### src/rtl/kb_ascii_uart_tx_if.sv
// Scan-code FIFO read port: FWFT head data, empty flag and a one-cycle pop strobe.
interface kb_ascii_uart_tx_if;
    logic       kb_buf_empty;
    logic [7:0] key_code;
    logic       rd_key_code;

    // FIFO side
    modport master (
        output kb_buf_empty,
        output key_code,
        input  rd_key_code
    );

    // Consumer side
    modport slave (
        input  kb_buf_empty,
        input  key_code,
        output rd_key_code
    );
endinterface

### src/rtl/kb_ascii_uart_tx.sv
// Pops PS/2 set-2 make codes from the scan-code FIFO, maps them to ASCII and
// sends each as an 8N1 UART frame; the next pop waits until the stop bit ends.
module kb_ascii_uart_tx #(
    parameter int unsigned DVSR    = 163,
    parameter int unsigned SB_TICK = 16
) (
    input  logic                clk,
    input  logic                reset,
    kb_ascii_uart_tx_if.slave   kb,
    output logic                tx,
    output logic                tx_busy,
    output logic [7:0]          ascii
);

    localparam int unsigned BAUD_W = (DVSR > 1) ? $clog2(DVSR) : 1;
    localparam int unsigned S_MAX  = (SB_TICK > 16) ? SB_TICK : 16;
    localparam int unsigned S_W    = $clog2(S_MAX);

    typedef enum logic [1:0] {IDLE, START, DATA, STOP} state_e;

    state_e             state_q, state_d;
    logic [BAUD_W-1:0]  baud_q, baud_d;
    logic [S_W-1:0]     s_q, s_d;
    logic [2:0]         n_q, n_d;
    logic [7:0]         ascii_q, ascii_d;
    logic               tx_q, tx_d;
    logic               tx_busy_q, tx_busy_d;
    logic               rd_key_code_c;
    logic               tick;

    // Set-2 make code to ASCII; anything unrecognised becomes '*'.
    function automatic logic [7:0] lookup(input logic [7:0] code);
        logic [7:0] a;
        case (code)
            8'h1C: a = 8'h61;  8'h32: a = 8'h62;  8'h21: a = 8'h63;  8'h23: a = 8'h64;
            8'h24: a = 8'h65;  8'h2B: a = 8'h66;  8'h34: a = 8'h67;  8'h33: a = 8'h68;
            8'h43: a = 8'h69;  8'h3B: a = 8'h6A;  8'h42: a = 8'h6B;  8'h4B: a = 8'h6C;
            8'h3A: a = 8'h6D;  8'h31: a = 8'h6E;  8'h44: a = 8'h6F;  8'h4D: a = 8'h70;
            8'h15: a = 8'h71;  8'h2D: a = 8'h72;  8'h1B: a = 8'h73;  8'h2C: a = 8'h74;
            8'h3C: a = 8'h75;  8'h2A: a = 8'h76;  8'h1D: a = 8'h77;  8'h22: a = 8'h78;
            8'h35: a = 8'h79;  8'h1A: a = 8'h7A;
            8'h45: a = 8'h30;  8'h16: a = 8'h31;  8'h1E: a = 8'h32;  8'h26: a = 8'h33;
            8'h25: a = 8'h34;  8'h2E: a = 8'h35;  8'h36: a = 8'h36;  8'h3D: a = 8'h37;
            8'h3E: a = 8'h38;  8'h46: a = 8'h39;
            8'h29: a = 8'h20;  8'h5A: a = 8'h0D;  8'h66: a = 8'h08;
            default: a = 8'h2A;
        endcase
        return a;
    endfunction

    assign tick = (baud_q == BAUD_W'(DVSR - 1));

    always_comb begin
        state_d       = state_q;
        baud_d        = baud_q;
        s_d           = s_q;
        n_d           = n_q;
        ascii_d       = ascii_q;
        rd_key_code_c = 1'b0;

        if (state_q != IDLE) begin
            baud_d = tick ? '0 : baud_q + BAUD_W'(1);
        end

        case (state_q)
            IDLE: begin
                // Pop is gated by reset so an aborted frame never steals the next key.
                if (!kb.kb_buf_empty && !reset) begin
                    rd_key_code_c = 1'b1;
                    ascii_d       = lookup(kb.key_code);
                    state_d       = START;
                    baud_d        = '0;
                    s_d           = '0;
                    n_d           = '0;
                end
            end
            START: begin
                if (tick) begin
                    if (s_q == S_W'(15)) begin
                        state_d = DATA;
                        s_d     = '0;
                        n_d     = '0;
                    end else begin
                        s_d = s_q + S_W'(1);
                    end
                end
            end
            DATA: begin
                if (tick) begin
                    if (s_q == S_W'(15)) begin
                        s_d = '0;
                        if (n_q == 3'd7) begin
                            state_d = STOP;
                        end else begin
                            n_d = n_q + 3'd1;
                        end
                    end else begin
                        s_d = s_q + S_W'(1);
                    end
                end
            end
            STOP: begin
                if (tick) begin
                    if (s_q == S_W'(SB_TICK - 1)) begin
                        state_d = IDLE;
                        s_d     = '0;
                    end else begin
                        s_d = s_q + S_W'(1);
                    end
                end
            end
            default: state_d = IDLE;
        endcase

        // Line level follows the state being entered so tx is a clean flop output.
        case (state_d)
            START:   tx_d = 1'b0;
            DATA:    tx_d = ascii_d[n_d];
            default: tx_d = 1'b1;
        endcase
        tx_busy_d = (state_d != IDLE);
    end

    always_ff @(posedge clk) begin
        if (reset) begin
            state_q   <= IDLE;
            baud_q    <= '0;
            s_q       <= '0;
            n_q       <= '0;
            ascii_q   <= 8'h00;
            tx_q      <= 1'b1;
            tx_busy_q <= 1'b0;
        end else begin
            state_q   <= state_d;
            baud_q    <= baud_d;
            s_q       <= s_d;
            n_q       <= n_d;
            ascii_q   <= ascii_d;
            tx_q      <= tx_d;
            tx_busy_q <= tx_busy_d;
        end
    end

    assign kb.rd_key_code = rd_key_code_c;
    assign tx             = tx_q;
    assign tx_busy        = tx_busy_q;
    assign ascii          = ascii_q;

endmodule

### src/flat_wrapper.sv
// flat-port wrapper written by rule: the top's interface ports become plain ports
module kb_ascii_uart_tx_flat 
#(
    parameter int unsigned DVSR    = 163,
    parameter int unsigned SB_TICK = 16
)
  (clk, reset, tx, tx_busy, ascii, kb_kb_buf_empty, kb_key_code, kb_rd_key_code);
  kb_ascii_uart_tx_if kb_i ();
  input  logic clk;
  input  logic reset;
  output logic tx;
  output logic tx_busy;
  output logic [7:0] ascii;
  input wire logic [$bits(kb_i.kb_buf_empty)-1:0] kb_kb_buf_empty;
  input wire logic [$bits(kb_i.key_code)-1:0] kb_key_code;
  output wire logic [$bits(kb_i.rd_key_code)-1:0] kb_rd_key_code;
  assign kb_i.kb_buf_empty = kb_kb_buf_empty;
  assign kb_i.key_code = kb_key_code;
  assign kb_rd_key_code = kb_i.rd_key_code;
  kb_ascii_uart_tx #(.DVSR(DVSR), .SB_TICK(SB_TICK)) u_core (.clk(clk), .reset(reset), .kb(kb_i), .tx(tx), .tx_busy(tx_busy), .ascii(ascii));
endmodule
### config.mk
export PLATFORM = sky130hd
export DESIGN_NAME = kb_ascii_uart_tx_flat
export DESIGN_NICKNAME = d
export VERILOG_FILES = /design/src/rtl/kb_ascii_uart_tx_if.sv /design/src/rtl/kb_ascii_uart_tx.sv /design/src/flat_wrapper.sv
export SDC_FILE = /design/constraint.sdc
export NUM_CORES = 1
export LEC_CHECK = 0
export BUFFER_PORTS_ARGS = -buffer_cell sky130_fd_sc_hd__buf_2
export CAP_MARGIN = 20
export CORE_AREA = 2 2 68 70
export DETAILED_ROUTE_END_ITERATION = 8
export DIE_AREA = 0 0 70 72
export PLACE_DENSITY = 0.67
export SETUP_SLACK_MARGIN = 0.5
export SLEW_MARGIN = 20
export SYNTH_ARGS = -nofsm -noshare
export SYNTH_HDL_FRONTEND = slang
export SYNTH_SLANG_ARGS = --single-unit
### constraint.sdc
create_clock -name clk -period 5.6 [get_ports clk]
set_input_delay 1.12 -clock clk [delete_from_list [all_inputs] [get_ports clk]]
set_output_delay 1.12 -clock clk [all_outputs]
set_load 0.1 [all_outputs]
==> Implementation_results.wiki, run 1 <==
{| class="wikitable"
! Metric !! Value
|-
| Synth Register Bits || 27
|-
| Kind of critical path || input port to output pin
|-
| Layout area overhead || 7.19%
|-
| Actual transition at the worst max-transition pin || 0.545 ns
|-
| # resized after CTS || 0
|-
| Post-synthesis cell type count || 61
|-
| Post-synthesis async set-or-reset flop share || 0%
|-
| Number of antenna violations at the first check in global routing || 0
|-
| Depth of the worst register-to-register path || 8
|-
| Critical Path Source Type || input port
|-
| Maximum vdd ir drop || 89.8 uV
|-
| Most instantiated flip-flop cell in the synthesis netlist || sky130_fd_sc_hd__dfxtp_1
|-
| Finished Cell Area || 0.00226 mm^2
|-
| Buffer levels on the longest clock path || 2
|-
| Static Leak || 0.884 nW
|-
| Critical Path AT || 2.77 ns
|-
| Cell taking the most area after synthesis || sky130_fd_sc_hd__dfxtp_1
|-
| Post-synthesis cell area || 0.00211 mm^2
|-
| Top-level I/O count || 22
|-
| Reg2Reg Capture Point || u_core.tx
|-
| Root buf cell || sky130_fd_sc_hd__clkbuf_8
|-
| Utilization after layout || 53.0%
|-
| Total clock buffers created by CTS || 3
|-
| H-tree depth || 1
|-
| Post-route insts no fill || 337
|-
| Routed len/inst || 15.3 um
|-
| Effective utilization at floorplan || 49.4%
|-
| Synthesized area per cell || 7.63 um^2
|-
| Setup Fix Bufs, Post-CTS || 0
|-
| First-pass GRT wire length || 8.64 mm
|-
| Grt ovf || 0
|-
| Clock transition at the registers of the reported paths || 0.08 ns
|-
| Die extent in y || 72 um
|-
| Final GP Congestion || 0.925
|-
| Die extent in x || 70 um
|-
| Detailed Route WL || around 5.1 mm
|-
| DRC marker count from the first detailed-route iteration || 259
|-
| Final critical-path share of the clock period || 69.4%
|-
| Syn_nets || just under 300
|-
| Total vias in the final route || 2052
|-
| DRT Pass-1 Iters || 4
|-
| CORE AREA || between 0.004 and 0.005 mm^2
|-
| Area fraction of the dominant cell type after synthesis || 25.7%
|-
| Share of post-route cells with drive strength above 1 || between 10 and 15%
|-
| Antenna viol nets, final || 0
|-
| Post-placement cell area || 0.00221 mm^2
|-
| Headroom to the max-slew limit || 63.2%
|-
| Fin crit period || 3.89 ns
|-
| Number of endpoints with negative hold slack in the final report || 0
|-
| Clock latency on the worst-skew pair || 0.27 ns
|-
| Cell area power density || 182 mW/mm^2
|-
| Fin Setup TNS || 0 ns
|-
| Unrepaired setup endpoints after global routing || no
|-
| Clock tree from TritonCTS || yes
|-
| Mean number of vias per cell || 6.09
|-
| Area enclosed by the die boundary || a little over 0.005 mm^2
|-
| Sinks on Clock Net || 27
|-
| CP Launch Point || reset
|-
| Result of the run || complete, no violations
|-
| Final setup vio count || 0
|-
| EDFF count, synth || 0
|-
| Reg2reg setup slack || 3.13 ns
|-
| Worst flop-to-flop path startpoint || u_core.baud_q[0]
|-
| Number of placed cells counting well taps || 333
|-
| Final setup skew || 0.0114 ns
|-
| Post-layout power || 0.412 mW
|-
| Final antenna diode count || 0
|-
| Max-cap violations || 0
|-
| Yosys Warn Count || 0
|-
| Hold buffers post-CTS || 0
|-
| Total count of max-transition violations in the final report || 0
|-
| Crit. End Element || output pin
|-
| Highest Clock Rate || between 0.2 and 0.3 GHz
|-
| Core Rows || 24
|-
| Hpwl dp || 3.79 mm
|-
| HP Class || flip-flop to flip-flop
|-
| Timing endpoint of the critical path || kb_rd_key_code
|-
| Post-Syn Instances || between 200 and 300
|-
| Leading post-synthesis cells by cell area || sky130_fd_sc_hd__dfxtp_1, sky130_fd_sc_hd__nor2_1, sky130_fd_sc_hd__ha_1
|-
| Overall track demand over capacity in global routing || 20.9%
|-
| Critical-path maximum fanout || 24
|-
| Register area share after synthesis || 25.7%
|-
| Pin count of the biggest net entering global routing || 30
|-
| Required arrival time at the worst endpoint || 4.48 ns
|-
| Via count of the first global-routing pass || approximately 1.9k
|-
| Count of buffers from port buffering || 21
|-
| Number of design rule violations left after detail routing || 0
|-
| # nets final || 308
|}
## metrics by stage
step | hold WS [ns] | worst slack (ns)
after global placement | 0.478 | 1.77
after floorplan | 0.451 | 2.21
after CTS | 0.477 | 1.72
final | 0.479 | 1.71
after global routing | 0.519 | 1.66
after detailed placement | 0.457 | 1.72
## layer usage
layer | global-route usage (%) | vias up | routed length, um
li1 | - | 1047 | -
met1 | 29.2 | 932 | 2490
met3 | 1.81 | 10 | 260
met4 | 8.33 | 0 | 110
met2 | 33.5 | 63 | 2280
met5 | 0 | - | 0
## cells in the final DEF, fill, tap and decap left out, types with 2 or more instances in the layout
cell type	instances
sky130_fd_sc_hd__nor3_1	5
sky130_fd_sc_hd__or3_1	5
sky130_fd_sc_hd__o22ai_1	2
sky130_fd_sc_hd__a32oi_1	3
sky130_fd_sc_hd__o2111ai_1	2
sky130_fd_sc_hd__o21ai_0	14
sky130_fd_sc_hd__o311ai_0	4
sky130_fd_sc_hd__a22o_1	2
sky130_fd_sc_hd__o211ai_1	4
sky130_fd_sc_hd__nor2b_1	5
sky130_fd_sc_hd__nand3_1	11
sky130_fd_sc_hd__o211a_1	2
sky130_fd_sc_hd__a311oi_1	2
sky130_fd_sc_hd__or4_1	2
sky130_fd_sc_hd__buf_2	21
sky130_fd_sc_hd__nor2_1	38
sky130_fd_sc_hd__a31oi_1	5
sky130_fd_sc_hd__nand2b_1	3
sky130_fd_sc_hd__clkbuf_8	3
sky130_fd_sc_hd__xnor2_1	2
sky130_fd_sc_hd__nand2_1	30
sky130_fd_sc_hd__a211oi_1	3
sky130_fd_sc_hd__a21oi_1	12
sky130_fd_sc_hd__a41oi_1	3
sky130_fd_sc_hd__or2_2	2
sky130_fd_sc_hd__and3_1	5
sky130_fd_sc_hd__ha_1	11
sky130_fd_sc_hd__nand3b_1	2
sky130_fd_sc_hd__dfxtp_1	27
sky130_fd_sc_hd__a21o_1	3
sky130_fd_sc_hd__and2_1	3
sky130_fd_sc_hd__a211o_1	2
sky130_fd_sc_hd__mux2i_1	2
sky130_fd_sc_hd__nor4bb_1	3
sky130_fd_sc_hd__nand4b_1	2
sky130_fd_sc_hd__nand4_1	4
sky130_fd_sc_hd__xor2_1	4
sky130_fd_sc_hd__inv_1	9
## power breakdown
part	internal [mW]	switching [mW]	leakage [nW]
Sequential	0.196	0.00395	0.219
Clock	0.0499	0.0601	0.0255
Combinational	0.0285	0.0734	0.640
## how the worst min path moves through the flow
| stage | cells after the start | to | start |
|---|---|---|---|
| final | 2 | u_core.ascii[7] | u_core.ascii[7] |
| after global placement | 1 | u_core.s_q[3] | u_core.s_q[3] |
| after detailed placement | 2 | u_core.ascii[7] | u_core.ascii[7] |
| after global routing | 2 | u_core.ascii[7] | u_core.ascii[7] |
| after CTS | 2 | u_core.ascii[7] | u_core.ascii[7] |
| after floorplan | 1 | u_core.s_q[3] | u_core.s_q[3] |
## state kept, by name (all words and copies together) (netlist names)
register	flops
u_core.ascii	8
u_core.baud_q	8
u_core.s_q	4
u_core.n_q	3
u_core.state_q	2
u_core.tx	1
u_core.tx_busy	1
## worst max-delay path: stages
cell	delay, ns
sky130_fd_sc_hd__buf_2	0.23
sky130_fd_sc_hd__or4_1	0.72
sky130_fd_sc_hd__inv_1	0.23
sky130_fd_sc_hd__buf_2	0.46
## final cells by class
class                      instances  area, um^2
clock buffer                       3        41.3
clock inverter                     1        5.00
fill                             421        2010
inverter                           9        33.8
multi-input combinational        224        1470
sequential                        27         541
tap                               52        65.1
timing repair buffer              21         105
## synth_stat cells, types with 5 or more instances
cell type	number
sky130_fd_sc_hd__a21oi_1	12
sky130_fd_sc_hd__nor3_1	5
sky130_fd_sc_hd__nand3_1	11
sky130_fd_sc_hd__nor2_1	38
sky130_fd_sc_hd__nor2b_1	5
sky130_fd_sc_hd__a31oi_1	5
sky130_fd_sc_hd__and3_1	5
sky130_fd_sc_hd__or3_1	5
sky130_fd_sc_hd__nand2_1	30
sky130_fd_sc_hd__o21ai_0	14
sky130_fd_sc_hd__inv_1	9
sky130_fd_sc_hd__ha_1	11
sky130_fd_sc_hd__clkbuf_1	10
sky130_fd_sc_hd__dfxtp_1	27
## cell families (layout without fill, tap and decap cells)
logic type / after synthesis / count (layout) / share of synthesized area [%]
AND/OR/NAND/NOR: 128 / 128 / 32.4
AO/OA/AOI/OAI: 76 / 76 / 26.2
flip-flops: 27 / 27 / 25.7
buffers and inverters: 25 / 34 / 4.69
adder cells (fa/ha/maj): 11 / 11 / 6.53
XOR/XNOR: 6 / 6 / 2.49
multiplexers: 3 / 3 / 2.02
Power figures use the tool's default switching activity.
==> inputs of run 2 (changes only) <==
--- a/config.mk
+++ b/config.mk
@@ -10,7 +10,7 @@
 export CORE_AREA = 2 2 68 70
 export DETAILED_ROUTE_END_ITERATION = 8
 export DIE_AREA = 0 0 70 72
-export PLACE_DENSITY = 0.67
+export PLACE_DENSITY = 0.7
 export SETUP_SLACK_MARGIN = 0.5
 export SLEW_MARGIN = 20
 export SYNTH_ARGS = -nofsm -noshare
==> constraint.sdc (replaced) <==
create_clock -name clk -period 3.2 [get_ports clk]
set_input_delay 0.64 -clock clk [delete_from_list [all_inputs] [get_ports clk]]
set_output_delay 0.64 -clock clk [all_outputs]
set_load 0.1 [all_outputs]
==> run 2 against run 1 <==
Total power rose by 78%. Sequential power rose by 76%. Critical endpoint is now u_core.tx. Global-route usage rose by 0.23 points. Routed wire length rose by 3.5%. Clock power rose by 78%. Sequential share of layout area fell by 0.39 points. Highest routed layer unchanged. Combinational power rose by 83%.
==> Implementation_results.wiki, run 2 (synthesis results as in run 1) <==
{| class="wikitable"
! Metric !! Value
|-
| Headroom to the max-slew limit || 64.6% (+1.4 points)
|-
| H-tree depth || 1 (unchanged)
|-
| Detailed Route WL || 5.32 mm (+3.5%)
|-
| Static Leak || 0.889 nW (+0.55%)
|-
| Total vias in the final route || 2080 (+1.4%)
|-
| Number of design rule violations left after detail routing || 0 (unchanged)
|-
| Clock transition at the registers of the reported paths || 0.09 ns (about the same)
|-
| HP Class || flip-flop to flip-flop
|-
| Clock tree from TritonCTS || yes
|-
| Share of post-route cells with drive strength above 1 || 14.6% (+1.7 points)
|-
| Top-level I/O count || 22 (unchanged)
|-
| Actual transition at the worst max-transition pin || 0.524 ns (-0.0214 ns)
|-
| Hpwl dp || 3.89 mm (+2.9%)
|-
| Critical-path maximum fanout || 11 (-54%)
|-
| Count of buffers from port buffering || 21 (unchanged)
|-
| Mean number of vias per cell || 6.14 (+0.77%)
|-
| Post-layout power || 0.733 mW (+78%)
|-
| Pin count of the biggest net entering global routing || 30 (unchanged)
|-
| Area enclosed by the die boundary || 0.00504 mm^2 (unchanged)
|-
| Number of endpoints with negative hold slack in the final report || 0 (unchanged)
|-
| Number of antenna violations at the first check in global routing || 0 (unchanged)
|-
| Max-cap violations || 0 (unchanged)
|-
| Highest Clock Rate || 0.401 GHz
|-
| Clock Power Share || 26.7% (about the same)
|-
| Critical Path AT || 2.69 ns (-0.08 ns)
|-
| Number of placed cells counting well taps || 335 (+0.60%)
|-
| Routed len/inst || 15.7 um (+2.9%)
|-
| First-pass GRT wire length || 8.80 mm (+1.9%)
|-
| Met1 Track Usage GR || 28.2% (-0.97 points)
|-
| Fill cell total of the finished layout || 411 (-2.4%)
|-
| Internal cell power || 0.485 mW (+77%)
|-
| Area of the multi-input gates || 0.00147 mm^2 (+0.26%)
|-
| # nets final || 310 (+0.65%)
|-
| Effective utilization at floorplan || 49.4% (unchanged)
|-
| Finished Cell Area || 0.00230 mm^2 (+1.7%)
|-
| Die extent in y || 72 um (unchanged)
|-
| Depth of the worst register-to-register path || 7 (-1)
|-
| Cell area power density || 319 mW/mm^2 (+75%)
|-
| Hold buffers post-CTS || 0 (unchanged)
|-
| Share of power burned in combinational logic || 25.5% (+0.8 points)
|-
| Die extent in x || 70 um (unchanged)
|-
| Post-route insts no fill || 339 (+0.59%)
|-
| Final setup skew || 0.0121 ns (+0.000692 ns)
|-
| Result of the run || complete, no violations
|-
| Fin crit period || around 2.5 ns
|-
| CORE AREA || 0.00426 mm^2 (unchanged)
|-
| Buffer levels on the longest clock path || 2 (unchanged)
|-
| Antenna viol nets, final || 0 (unchanged)
|-
| Most common cell after layout, fill and taps aside || sky130_fd_sc_hd__nor2_1
|-
| Sequential share of power || 47.8% (-0.8 points)
|-
| DRC marker count from the first detailed-route iteration || 414 (+60%)
|-
| Storage cell area || 541 um^2 (unchanged)
|-
| Sw Pwr || 0.248 mW (+80%)
|-
| Final setup vio count || 0 (unchanged)
|-
| Total count of max-transition violations in the final report || 0 (unchanged)
|-
| Grt ovf || 0 (unchanged)
|-
| Fin Setup TNS || 0 ns (unchanged)
|-
| Final critical-path share of the clock period || 77.9%
|-
| Critical Path Source Type || input port
|-
| DRT Pass-1 Iters || 4 (unchanged)
|-
| WHS Path Cells || 2 (unchanged)
|-
| Total clock buffers created by CTS || 3 (unchanged)
|-
| Post-placement cell area || 0.00225 mm^2 (+1.5%)
|-
| Kind of critical path || input port to flip-flop
|-
| Final GP Congestion || 0.956 (+3.4%)
|-
| Clock latency on the worst-skew pair || 0.28 ns (about the same)
|-
| Via count of the first global-routing pass || 1921 (+3.6%)
|-
| Overall track demand over capacity in global routing || 21.1% (+0.23 points)
|-
| Fraction of met2 tracks used by global routing || 34.0% (+0.42 points)
|-
| Worst slack at placement || 0.386 ns (-1.33 ns)
|-
| Root buf cell || sky130_fd_sc_hd__clkbuf_8
|-
| Layout area overhead || 8.97%
|-
| Required arrival time at the worst endpoint || 3.40 ns (-1.08 ns)
|-
| Switching share of power || 33.8% (+0.45 points)
|-
| Maximum vdd ir drop || 261 uV (+190%)
|-
| Sinks on Clock Net || 27 (unchanged)
|-
| Crit. End Element || flip-flop
|-
| Final antenna diode count || 0 (unchanged)
|-
| Core Rows || 24 (unchanged)
|-
| Routing layer with the top usage in global route || met2
|-
| Commonest non-fill, non-tap cells in the layout || sky130_fd_sc_hd__nor2_1, sky130_fd_sc_hd__nand2_1, sky130_fd_sc_hd__dfxtp_1
|-
| Fin worst setup slack || 0.706 ns (-1.01 ns)
|-
| Met3 layer usage reported by global route || 3.47% (+1.7 points)
|-
| Unrepaired setup endpoints after global routing || no
|}
[run 2: cell types whose count changed in the layout (fill, tap and decap cells not counted)]
cell and delta:
sky130_fd_sc_hd__buf_2 -1, sky130_fd_sc_hd__clkinvlp_4 +1, sky130_fd_sc_hd__inv_2 +1, sky130_fd_sc_hd__or4_4 +1
sky130_fd_sc_hd__inv_1 -2, sky130_fd_sc_hd__or4_1 -1, sky130_fd_sc_hd__buf_4 +2, sky130_fd_sc_hd__buf_12 +1
[run 2: worst max-delay path, stage by stage]
cell and delay, ns:
sky130_fd_sc_hd__buf_2 0.20, sky130_fd_sc_hd__inv_2 0.10, sky130_fd_sc_hd__ha_1 0.34, sky130_fd_sc_hd__a21oi_1 0.07
sky130_fd_sc_hd__or3_1 0.37, sky130_fd_sc_hd__o21bai_1 0.18, sky130_fd_sc_hd__a32o_1 0.26, sky130_fd_sc_hd__or3_1 0.37
sky130_fd_sc_hd__a31oi_1 0.16
[run 2: path summary, 6_finish.rpt]
kind	endpoint	slack, ns	start
worst max-delay path	u_core.tx	0.71	kb_key_code[1]
worst min-delay path	u_core.ascii[7]	0.47	u_core.ascii[7]
worst max register to register	u_core.tx	0.73	u_core.baud_q[1]
worst min register to register	u_core.ascii[7]	0.47	u_core.ascii[7]
[run 2: through the flow]
stage                     utilization, %  hold slack [ns]
final                               53.8            0.472
after floorplan                        -            0.451
after CTS                           53.8            0.476
after global routing                53.8            0.522
after global placement              52.7            0.463
after detailed placement            52.7            0.458
[run 2: layout make-up]
type                    instances  area share, %
clock buffers                   3           1.80
clock inverters                 1          0.218
inverters                       9           1.63
multi-input cells             224           64.1
flip-flops and latches         27           23.5
well taps                      52           2.83
repair buffers                 23           5.89
[run 2: layer usage]
layer	share of wire (%)	wire, um
met1	47	2510
met2	46	2440
met3	4.8	258
met4	2.2	115
met5	0	0
[run 2: repair_timing]
| action | in CTS | in global routing |
|---|---|---|
| setup buffers | 0 | 0 |
| setup endpoints to repair | 0 | 2 |
| resized for setup | 0 | 2 |
[run 2: power by group through the flow]
| stage | Clock (mW) | Combinational [mW] | Sequential (mW) |
|---|---|---|---|
| floorplan | 0 | 0.103 | 0.393 |
| global placement | 0 | 0.183 | 0.358 |
| detailed placement | 0 | 0.183 | 0.358 |
| CTS | 0.203 | 0.183 | 0.350 |
| global route | 0.213 | 0.202 | 0.352 |
| finish | 0.196 | 0.187 | 0.351 |
==> inputs of run 3 (changes only) <==
--- a/config.mk
+++ b/config.mk
@@ -10,7 +10,7 @@
 export CORE_AREA = 2 2 68 70
 export DETAILED_ROUTE_END_ITERATION = 8
 export DIE_AREA = 0 0 70 72
-export PLACE_DENSITY = 0.7
+export PLACE_DENSITY = 0.67
 export SETUP_SLACK_MARGIN = 0.5
 export SLEW_MARGIN = 20
 export SYNTH_ARGS = -nofsm -noshare
==> constraint.sdc (replaced) <==
create_clock -name clk -period 2.42 [get_ports clk]
set_input_delay 0.484 -clock clk [delete_from_list [all_inputs] [get_ports clk]]
set_output_delay 0.484 -clock clk [all_outputs]
set_load 0.1 [all_outputs]
==> run 3 against run 2 <==
Hold slack worse by 0.0057 ns. First-iteration DRC count is 44% lower. Routed wire length is 11% higher. Total power is 40% higher. Clock skew is 0.0018 ns lower. Utilization is 11 points higher. Non-clock buffer count is 34 higher. Critical path type is now flip-flop to flip-flop.
==> Implementation_results.wiki, run 3 (synthesis results as in run 1) <==
{| class="wikitable"
! Metric !! Value
|-
| HP Class || flip-flop to flip-flop
|-
| First-pass GRT wire length || 9.56 mm (+8.5%)
|-
| Mean number of vias per cell || 6.02 (-1.8%)
|-
| Critical-path maximum fanout || 5 (-6)
|-
| Final setup vio count || 0 (unchanged)
|-
| Kind of critical path || flip-flop to flip-flop
|-
| # nets final || 344 (+11%)
|-
| Required arrival time at the worst endpoint || 2.63 ns (-0.77 ns)
|-
| Routed len/inst || 15.8 um (+0.81%)
|-
| Area enclosed by the die boundary || 0.00504 mm^2 (unchanged)
|-
| Core Rows || 24 (unchanged)
|-
| Worst Hold Margin || 0.466 ns (-0.00571 ns)
|-
| Actual transition at the worst max-transition pin || 0.470 ns (-0.0537 ns)
|-
| WL met1 || 2.68 mm (+6.6%)
|-
| Reg2reg setup slack || 0.29 ns (-0.44 ns)
|-
| Buffer levels on the longest clock path || 2 (unchanged)
|-
| Worst flop-to-flop path startpoint || u_core.baud_q[0]
|-
| Critical Path AT || 2.34 ns (-0.35 ns)
|-
| Grt ovf || 0 (unchanged)
|-
| Number of antenna violations at the first check in global routing || 0 (unchanged)
|-
| Total clock buffers created by CTS || 3 (unchanged)
|-
| Maximum vdd ir drop || 311 uV (+19%)
|-
| Clock latency on the worst-skew pair || 0.28 ns (about the same)
|-
| Share of post-route cells with drive strength above 1 || 32.4% (+18 points)
|-
| Via count of the first global-routing pass || 2019 (+5.1%)
|-
| Met2 wire length || 2.74 mm (+13%)
|-
| Antenna viol nets, final || 0 (unchanged)
|-
| CORE AREA || 0.00426 mm^2 (unchanged)
|-
| DRC marker count from the first detailed-route iteration || 233 (-44%)
|-
| Top-level I/O count || 22 (unchanged)
|-
| Total count of max-transition violations in the final report || 0 (unchanged)
|-
| Highest Clock Rate || between 0.4 and 0.5 GHz
|-
| Length of routed met3 wiring || 335 um (+30%)
|-
| Layout area overhead || 30.6%
|-
| Utilization after layout || 64.6% (+11 points)
|-
| Detailed Route WL || 5.90 mm (+11%)
|-
| H-tree depth || 1 (unchanged)
|-
| Final setup skew || 0.0103 ns (-0.00181 ns)
|-
| Count of buffers from port buffering || 21 (unchanged)
|-
| Sinks on Clock Net || 27 (unchanged)
|-
| Number of endpoints with negative hold slack in the final report || 0 (unchanged)
|-
| Result of the run || complete, no violations
|-
| Unrepaired setup endpoints after global routing || yes
|-
| Static Leak || 1.09 nW (+23%)
|-
| Final GP Congestion || 0.895 (-6.4%)
|-
| Max-cap violations || 0 (unchanged)
|-
| Hold buffers post-CTS || 0 (unchanged)
|-
| Cell area power density || 372 mW/mm^2 (+17%)
|-
| CP Launch Point || u_core.baud_q[0]
|-
| Final antenna diode count || 0 (unchanged)
|-
| Die extent in y || 72 um (unchanged)
|-
| Top routing layer used || met4
|-
| Crit. End Element || flip-flop
|-
| Die extent in x || 70 um (unchanged)
|-
| DRT Pass-1 Iters || 5 (+1)
|-
| Most common cell after layout, fill and taps aside || sky130_fd_sc_hd__nor2_1
|-
| Fin Setup TNS || 0 ns (unchanged)
|-
| Overall track demand over capacity in global routing || 23.2% (+2.2 points)
|-
| Number of design rule violations left after detail routing || 0 (unchanged)
|-
| Startpoint of the most critical hold path || u_core.ascii[7]
|-
| Effective utilization at floorplan || 49.4% (unchanged)
|-
| Fin crit period || about 2.1 ns
|-
| Hpwl dp || 4.24 mm (+8.9%)
|-
| Pin count of the biggest net entering global routing || 24 (-20%)
|-
| Critical Path Source Type || flip-flop
|-
| Clock tree from TritonCTS || yes
|-
| Final critical-path share of the clock period || 88.0%
|-
| Post-placement cell area || 0.00246 mm^2 (+9.4%)
|-
| Total vias in the final route || 2247 (+8.0%)
|-
| Fill cell total of the finished layout || 373 (-9.2%)
|-
| Finished Cell Area || 0.00275 mm^2 (+20%)
|-
| Commonest non-fill, non-tap cells in the layout || sky130_fd_sc_hd__nor2_1, sky130_fd_sc_hd__buf_4, sky130_fd_sc_hd__nand2_1
|-
| Headroom to the max-slew limit || 68.3% (+3.6 points)
|-
| Root buf cell || sky130_fd_sc_hd__clkbuf_8
|-
| Clock transition at the registers of the reported paths || 0.10 ns (about the same)
|}
## run 3: final cells by class
| class | count | area [um^2] | area share (%) |
|---|---|---|---|
| Clock buffer | 3 | 41.3 | 1.50 |
| Clock inverter | 1 | 7.51 | 0.273 |
| Inverter | 9 | 37.5 | 1.36 |
| Multi-Input combinational cell | 224 | 1640 | 59.5 |
| Sequential cell | 27 | 552 | 20.0 |
| Tap cell | 52 | 65.1 | 2.36 |
| Timing Repair Buffer | 57 | 410 | 14.9 |
## run 3: worst max-delay path: stages (launching register included)
cell	delay, ns
sky130_fd_sc_hd__dfxtp_2	0.33
sky130_fd_sc_hd__inv_2	0.07
sky130_fd_sc_hd__ha_4	0.15
sky130_fd_sc_hd__nand4bb_4	0.14
sky130_fd_sc_hd__o41a_1	0.47
sky130_fd_sc_hd__o31ai_4	0.25
sky130_fd_sc_hd__nand2_2	0.13
sky130_fd_sc_hd__or3_1	0.33
sky130_fd_sc_hd__a31oi_1	0.17
## run 3: metrics by stage
step	total power, mW	worst slack [ns]	instances
finish	1.02	0.291	373
global route	1.07	0.186	373
CTS	1.02	0.277	368
detailed placement	0.749	-0.00700	361
global placement	0.748	0.0287	361
floorplan	0.656	0.129	276
## run 3: path summary, 6_finish.rpt
path	end	cells after the start
setup / recovery	u_core.tx	8
hold / removal	u_core.ascii[7]	2
setup reg to reg	u_core.tx	8
hold reg to reg	u_core.ascii[7]	2
## run 3: layer usage
metal  global-route usage [%]  vias to the layer above
met5                        0                        -
met4                     8.12                        0
met3                     2.36                       14
met2                     37.2                       77
met1                     32.9                     1040
li1                         -                     1116
## run 3: report_power, final
group | internal [mW] | switching (mW) | total, mW
clock network | 0.117 | 0.149 | 0.266
registers | 0.453 | 0.00522 | 0.458
logic | 0.106 | 0.194 | 0.300
total | 0.676 | 0.348 | 1.02
## run 3: what timing repair did
item                                    4_1_cts  5_1_grt
pin swaps                                     8        9
setup buffers                                 3        5
resized for setup                            16       28
endpoints found under the hold margin         0        0
cloned                                        0        0
endpoints found under the setup margin        5       17
